[config.mk]
export PLATFORM = sky130hd
export DESIGN_NAME = evif_block_arbiter
export DESIGN_NICKNAME = d
export VERILOG_FILES = /design/src/rtl/evif_pkg.sv /design/src/rtl/evif_rr_arbiter.sv /design/src/rtl/evif_block_arbiter.sv
export SDC_FILE = /design/constraint.sdc
export NUM_CORES = 1
export LEC_CHECK = 0
export ABC_AREA = 1
export BUFFER_PORTS_ARGS = -buffer_cell sky130_fd_sc_hd__buf_2
export CAP_MARGIN = 20
export CORE_MARGIN = 2
export CORE_UTILIZATION = 48
export CTS_CLUSTER_DIAMETER = 50
export DETAILED_ROUTE_END_ITERATION = 16
export HOLD_SLACK_MARGIN = 0.08
export PLACE_DENSITY = 0.77
export REMOVE_ABC_BUFFERS = 1
export SLEW_MARGIN = 20
export SYNTH_ARGS = -nofsm -noshare
export SYNTH_HDL_FRONTEND = slang
export SYNTH_HIERARCHICAL = 1
export SYNTH_SLANG_ARGS = --single-unit
[constraint.sdc]
create_clock -name clk_i -period 2.7 [get_ports clk_i]
set_clock_uncertainty 0.15 [all_clocks]
set_input_delay 0.27 -clock clk_i [delete_from_list [all_inputs] [get_ports clk_i]]
set_output_delay 0.27 -clock clk_i [all_outputs]
set_load 0.01 [all_outputs]
[src/rtl/evif_pkg.sv]
// Shared encodings for the event interface: word types, arbiter FSM states
// and the filler word written when a block is cut short.
package evif_pkg;

  localparam logic [1:0] EVT_DATA = 2'b00;
  localparam logic [1:0] EVT_HDR  = 2'b01;
  localparam logic [1:0] EVT_END  = 2'b10;
  localparam logic [1:0] EVT_ERR  = 2'b11;

  localparam logic [15:0] TRUNC_WORD = 16'hDEAD;

  typedef enum logic [2:0] {
    ST_IDLE  = 3'd0,
    ST_XFER  = 3'd1,
    ST_TRUNC = 3'd2,
    ST_DRAIN = 3'd3,
    ST_RST   = 3'd4
  } state_e;

endpackage

[src/rtl/evif_rr_arbiter.sv]
// Combinational round-robin search: returns the first requesting channel at
// or after the pointer, wrapping around, plus a flag saying one was found.
module evif_rr_arbiter #(
  parameter int NCH = 4,
  parameter int GW  = (NCH > 1) ? $clog2(NCH) : 1
) (
  input  logic [NCH-1:0] req_i,
  input  logic [GW-1:0]  ptr_i,
  output logic [GW-1:0]  idx_o,
  output logic           found_o
);

  // Walk the channels starting at the pointer; the first hit wins.
  always_comb begin
    int j;
    j       = 0;
    idx_o   = '0;
    found_o = 1'b0;
    for (int i = 0; i < NCH; i++) begin
      j = int'(ptr_i) + i;
      if (j >= NCH) j = j - NCH;
      if (!found_o && req_i[j]) begin
        found_o = 1'b1;
        idx_o   = GW'(j);
      end
    end
  end

endmodule

[src/rtl/evif_block_arbiter.sv]
// Merges NCH event sources into one FIFO write port, one whole block at a
// time, truncating runaway blocks and handling the readout reset handshake.
module evif_block_arbiter #(
  parameter int              NCH        = 4,
  parameter int              DW         = 16,
  parameter int              TW         = 2,
  parameter int              MAX_WORDS  = 1024,
  parameter logic [DW-1:0]   TRUNC_WORD = DW'(evif_pkg::TRUNC_WORD)
) (
  input  logic                           clk_i,
  input  logic                           rst_n_i,
  input  logic [NCH-1:0]                 src_valid_i,
  input  logic [NCH*DW-1:0]              src_dat_i,
  input  logic [NCH*TW-1:0]              src_type_i,
  output logic [NCH-1:0]                 src_ready_o,
  input  logic                           fifo_full_i,
  output logic                           fifo_wr_o,
  output logic [DW-1:0]                  fifo_dat_o,
  output logic [TW-1:0]                  fifo_type_o,
  output logic                           fifo_block_done_o,
  output logic [$clog2(MAX_WORDS+1)-1:0] blk_len_o,
  output logic [((NCH > 1) ? $clog2(NCH) : 1)-1:0] grant_o,
  output logic [15:0]                    drop_cnt_o,
  output logic [15:0]                    trunc_cnt_o,
  input  logic                           rst_req_i,
  output logic                           rst_ack_o,
  output logic                           fifo_rst_o
);

  import evif_pkg::*;

  localparam int GW = (NCH > 1) ? $clog2(NCH) : 1;
  localparam int CW = $clog2(MAX_WORDS + 1);

  function automatic logic [3:0] popcnt(input logic [NCH-1:0] v);
    logic [3:0] c;
    c = '0;
    for (int i = 0; i < NCH; i++) c = c + {3'b000, v[i]};
    return c;
  endfunction

  function automatic logic [15:0] sat_add16(input logic [15:0] a, input logic [3:0] n);
    logic [16:0] s;
    s = {1'b0, a} + {13'b0, n};
    return s[16] ? 16'hFFFF : s[15:0];
  endfunction

  state_e          state_q, state_d;
  logic [GW-1:0]   ptr_q, ptr_d;
  logic [GW-1:0]   grant_q, grant_d;
  logic [CW-1:0]   count_q, count_d;
  logic [CW-1:0]   blk_len_q, blk_len_d;
  logic            fifo_wr_q, fifo_wr_d;
  logic [DW-1:0]   fifo_dat_q, fifo_dat_d;
  logic [TW-1:0]   fifo_type_q, fifo_type_d;
  logic            done_q, done_d;
  logic [15:0]     drop_cnt_q, drop_cnt_d;
  logic [15:0]     trunc_cnt_q, trunc_cnt_d;
  logic            fifo_rst_q, fifo_rst_d;
  logic            rst_ack_q, rst_ack_d;

  logic [NCH-1:0]  ready;
  logic [NCH-1:0]  hdr_req;
  logic [NCH-1:0]  stray;
  logic [GW-1:0]   arb_idx;
  logic            arb_found;
  logic [DW-1:0]   arb_dat;
  logic            g_valid;
  logic [DW-1:0]   g_dat;
  logic [TW-1:0]   g_type;
  logic [GW-1:0]   ptr_next;
  logic [CW-1:0]   count_inc;

  // Classify each channel's presented word as a block start or a stray.
  always_comb begin
    hdr_req = '0;
    stray   = '0;
    for (int k = 0; k < NCH; k++) begin
      hdr_req[k] = src_valid_i[k] && (src_type_i[k*TW +: TW] == TW'(EVT_HDR));
      stray[k]   = src_valid_i[k] && (src_type_i[k*TW +: TW] != TW'(EVT_HDR));
    end
  end

  evif_rr_arbiter #(
    .NCH (NCH),
    .GW  (GW)
  ) u_rr (
    .req_i   (hdr_req),
    .ptr_i   (ptr_q),
    .idx_o   (arb_idx),
    .found_o (arb_found)
  );

  // Select the granted and the newly arbitrated channel's words.
  always_comb begin
    arb_dat   = src_dat_i[int'(arb_idx)*DW +: DW];
    g_valid   = src_valid_i[grant_q];
    g_dat     = src_dat_i[int'(grant_q)*DW +: DW];
    g_type    = src_type_i[int'(grant_q)*TW +: TW];
    ptr_next  = (int'(grant_q) == NCH - 1) ? '0 : grant_q + 1'b1;
    count_inc = count_q + CW'(1);
  end

  // Next-state, handshake and write-port logic of the block FSM.
  always_comb begin
    state_d     = state_q;
    ptr_d       = ptr_q;
    grant_d     = grant_q;
    count_d     = count_q;
    blk_len_d   = blk_len_q;
    fifo_wr_d   = 1'b0;
    fifo_dat_d  = fifo_dat_q;
    fifo_type_d = fifo_type_q;
    done_d      = 1'b0;
    drop_cnt_d  = drop_cnt_q;
    trunc_cnt_d = trunc_cnt_q;
    ready       = '0;

    case (state_q)
      ST_IDLE: begin
        if (rst_req_i) begin
          state_d = ST_RST;
        end else begin
          // Strays are swallowed whether or not the FIFO has room.
          ready      = stray;
          drop_cnt_d = sat_add16(drop_cnt_q, popcnt(stray));
          if (arb_found && !fifo_full_i) begin
            ready[arb_idx] = 1'b1;
            grant_d        = arb_idx;
            count_d        = CW'(1);
            fifo_wr_d      = 1'b1;
            fifo_dat_d     = arb_dat;
            fifo_type_d    = TW'(EVT_HDR);
            state_d        = ST_XFER;
          end
        end
      end

      ST_XFER: begin
        ready[grant_q] = !fifo_full_i;
        if (g_valid && !fifo_full_i) begin
          fifo_wr_d   = 1'b1;
          fifo_dat_d  = g_dat;
          count_d     = count_inc;
          // A header inside a block means the source lost framing.
          fifo_type_d = (g_type == TW'(EVT_HDR)) ? TW'(EVT_ERR) : g_type;
          if (g_type == TW'(EVT_END)) begin
            done_d    = 1'b1;
            blk_len_d = count_inc;
            ptr_d     = ptr_next;
            state_d   = rst_req_i ? ST_RST : ST_IDLE;
          end else if (count_inc == CW'(MAX_WORDS - 1)) begin
            // Leave one slot for the ERR marker.
            state_d = ST_TRUNC;
          end
        end
      end

      ST_TRUNC: begin
        if (!fifo_full_i) begin
          fifo_wr_d   = 1'b1;
          fifo_dat_d  = TRUNC_WORD;
          fifo_type_d = TW'(EVT_ERR);
          done_d      = 1'b1;
          blk_len_d   = CW'(MAX_WORDS);
          trunc_cnt_d = sat_add16(trunc_cnt_q, 4'd1);
          state_d     = ST_DRAIN;
        end
      end

      ST_DRAIN: begin
        ready[grant_q] = 1'b1;
        if (g_valid && (g_type == TW'(EVT_END))) begin
          ptr_d   = ptr_next;
          state_d = rst_req_i ? ST_RST : ST_IDLE;
        end
      end

      ST_RST: begin
        if (!rst_req_i) begin
          ptr_d   = '0;
          state_d = ST_IDLE;
        end
      end

      default: state_d = ST_IDLE;
    endcase

    fifo_rst_d = (state_d == ST_RST) && (state_q != ST_RST);
    rst_ack_d  = (state_d == ST_RST);
  end

  // State, counters and registered write port; everything clears on reset.
  always_ff @(posedge clk_i) begin
    if (!rst_n_i) begin
      state_q     <= ST_IDLE;
      ptr_q       <= '0;
      grant_q     <= '0;
      count_q     <= '0;
      blk_len_q   <= '0;
      fifo_wr_q   <= 1'b0;
      fifo_dat_q  <= '0;
      fifo_type_q <= '0;
      done_q      <= 1'b0;
      drop_cnt_q  <= '0;
      trunc_cnt_q <= '0;
      fifo_rst_q  <= 1'b0;
      rst_ack_q   <= 1'b0;
    end else begin
      state_q     <= state_d;
      ptr_q       <= ptr_d;
      grant_q     <= grant_d;
      count_q     <= count_d;
      blk_len_q   <= blk_len_d;
      fifo_wr_q   <= fifo_wr_d;
      fifo_dat_q  <= fifo_dat_d;
      fifo_type_q <= fifo_type_d;
      done_q      <= done_d;
      drop_cnt_q  <= drop_cnt_d;
      trunc_cnt_q <= trunc_cnt_d;
      fifo_rst_q  <= fifo_rst_d;
      rst_ack_q   <= rst_ack_d;
    end
  end

  // Nothing is accepted while reset is held.
  assign src_ready_o       = rst_n_i ? ready : '0;
  assign fifo_wr_o         = fifo_wr_q;
  assign fifo_dat_o        = fifo_dat_q;
  assign fifo_type_o       = fifo_type_q;
  assign fifo_block_done_o = done_q;
  assign blk_len_o         = blk_len_q;
  assign grant_o           = grant_q;
  assign drop_cnt_o        = drop_cnt_q;
  assign trunc_cnt_o       = trunc_cnt_q;
  assign rst_ack_o         = rst_ack_q;
  assign fifo_rst_o        = fifo_rst_q;

endmodule

==> summary.md <==
| Metric | Value |
|---|---|
| Outcome | `finished clean` |
| Leak | `3.11 nW` |
| Remaining Overflow, GRT | `0` |
| Number of antenna violations at the first check in global routing | `0` |
| DR vias | `5687` |
| Die area | `12000 µm²` |
| Register area share after synthesis | `31.1%` |
| Cts bufs inserted | `9` |
| DRC viols | `0` |
| Cell types occupying the most area after synthesis | `dfxtp_1 (31%), nand2_1 (14%), nor2_1 (7.4%), inv_1 (6.3%), nand3_1 (5.1%)` |
| Register area | `1670 µm²` |
| Largest net degree at the start of global routing | `41` |
| CP required | `2.84 ns` |
| Root buf cell | `clkbuf_8` |
| Fin cells | `1116` |
| Multi-input combinational cell area | `3170 µm²` |
| Final period util | `99.4%` |
| Post-synth EDFFs | `0` |
| Final min period | `2.68 ns` |
| Power Total | `3.97 mW` |
| DP Area | `6240 µm²` |
| Post-synth ARST share | `0%` |
| Final setup viols | `0` |
| FF+latch count, synth | `83` |
| Max IR drop VDD | `504 µV` |
| CP Max Fanout | `9` |
| Drt pass-1 iters | `5` |
| Worst-Margin Slew | `0.484 ns` |
| Most frequent cells in the layout | `nand2_1 (190), buf_2 (150), nor2_1 (101)` |
| Slew headroom | `67.8%` |
| Total Negative Setup Slacks | `0 ns` |
| Number of global-route vias before repair | `5136` |
| Antenna diodes | `0` |
| CP endpoint kind | `register` |
| Worst-skew pair later-pin latency | `0.36 ns` |
| Die span in y | `110 µm` |
| Hold Path Class | `input pin to register` |
| Clock buffer depth | `2` |
| Reg clk slew, reported paths | `0.09 ns` |
| Layout cells sized above 1 | `29.2%` |
| Final Hold Viols | `0` |
| Top cell type by total area after synthesis | `dfxtp_1` |
| Setup ws final | `0.0167 ns` |
| Achievable Freq | `0.373 GHz` |
| Post-synthesis cell type count | `45` |
| Port bufs | `150` |
| Hold_ws | `0.124 ns` |
| GPL Wtd Cong | `0.868` |
| Design area | `6620 µm²` |
| Pwr per Cell Area | `600 nW/µm²` |
| Post-DR wirelength/cell | `12.6 µm` |
| Routed WL | `14.0 mm` |
| Clk sink count | `83` |
| FP Rows | `38` |
| Max-cap violations | `0` |
| CTS H-tree lvls | `3` |
| Placed cells | `1097` |
| Vias per inst | `5.10` |
| Initial Utilization | `49.3%` |
| Post-place setup slack | `-0.336 ns` |
| Critical path class | `register to register` |
| Iter 0 DRT Violations | `331` |
| CP arrival | `2.82 ns` |
| Global-route wire length before repair | `22.6 mm` |
| Fin nets | `1062` |
| HPWL Detailed | `10.3 mm` |
| Ports | `151` |
| Core area | `10800 µm²` |
| Post-synthesis average cell area | `6.54 µm²` |
| Post-Syn Area | `5350 µm²` |
| Die width | `110 µm` |
| Util after Layout | `61.1%` |
| Yosys warnings | `6` |
| Slew Limit Fails | `0` |
| Most common cell after layout, fill and taps aside | `nand2_1` |
| Ys flop type | `dfxtp_1` |
| Post-route ant nets | `0` |
| Filler Cells Inserted | `1035` |
| Startpoint Class | `register` |
| Mapped Cells | `818` |
| CTS tree | `yes` |
| RSZ-0062 raised after global routing | `yes` |
| Area growth, synth to finish | `23.8%` |
| GRT Total Usage | `23.4%` |
| Post-synth top area share | `31.1%` |
-- cell usage after synthesis, types with 2 or more instances --
master	n
nand3_2	3
clkbuf_1	10
nor2_1	105
nand3_1	54
buf_2	8
fa_1	3
o22ai_1	12
inv_4	3
buf_6	6
nand4_1	6
nand2_1	193
o21ai_1	7
a21oi_1	53
a31oi_1	6
o21ai_0	50
ha_1	8
dfxtp_1	83
nor2_2	7
nor3_1	10
buf_4	4
xnor2_1	2
xor2_1	12
a221oi_1	3
nand2_4	7
inv_2	11
nor2_4	5
nand2_2	24
o211ai_1	5
a21oi_2	8
a211oi_1	4
inv_1	90
nand3b_1	3
-- state kept, by name (all words and copies together) (netlist names) --
signal             cells
blk_len_o             11
count_q               11
drop_cnt_o            16
fifo_block_done_o      1
fifo_dat_o            16
fifo_rst_o             1
fifo_type_o            2
fifo_wr_o              1
grant_o                2
ptr_q                  2
rst_ack_o              1
state_q                3
trunc_cnt_o           16
-- timing repair --
action,CTS,global route
hold buffers,1,0
setup buffers,1,2
gates cloned,0,0
setup endpoints to repair,16,17
pin swaps,2,8
gates resized for setup,3,33
hold endpoints to repair,2,0
-- critical path: stages (launching register included) --
cell	delay, ns
dfxtp_2	0.34
fa_1	0.55
fa_2	0.21
inv_2	0.04
fa_2	0.35
inv_2	0.09
nand3_4	0.07
nor3_4	0.20
nand2_2	0.10
nor2_4	0.13
nand2_2	0.07
buf_6	0.15
a31oi_2	0.16
-- final cells by class --
class	count	share of cell area (%)
well taps	140	2.65
clock buffers	9	1.87
inverters	104	6.05
flip-flops and latches	83	25.2
multi-input cells	601	47.9
repair buffers	172	14.5
clock inverters	7	1.83
-- logic make-up (layout without fill, tap and decap cells) --
logic type	Yosys count	in the layout	synth area share (%)
AO/OA/AOI/OAI	152	152	16.1
adder cells (fa/ha/maj)	11	11	2.99
XOR/XNOR	14	14	2.29
flip-flops	83	83	31.1
buffers and inverters	134	292	11.2
AND/OR/NAND/NOR	424	424	36.3
-- routing by layer --
metal | global-route usage, % | routed length [µm]
met1 | 29.0 | 6290
met3 | 3.85 | 808
met4 | 8.86 | 308
met2 | 40.4 | 6620
met5 | 0 | 0
-- worst paths after layout --
| path | endpoint | slack [ns] | start | cells past startpoint |
|---|---|---|---|---|
| max reg2reg | drop_cnt_o[7] | 0.02 | drop_cnt_o[0] | 12 |
| max | drop_cnt_o[7] | 0.02 | drop_cnt_o[0] | 12 |
| min reg2reg | blk_len_o[3] | 0.31 | blk_len_o[3] | 2 |
| min | fifo_dat_o[6] | 0.12 | src_dat_i[38] | 5 |
-- where the power goes --
group	switching, mW	total [mW]	leakage [nW]	internal (mW)
Sequential	0.0596	1.36	0.673	1.30
Combinational	0.930	1.50	2.32	0.568
Clock	0.493	1.12	0.125	0.623
No activity file was read; power rests on OpenSTA's default activity.
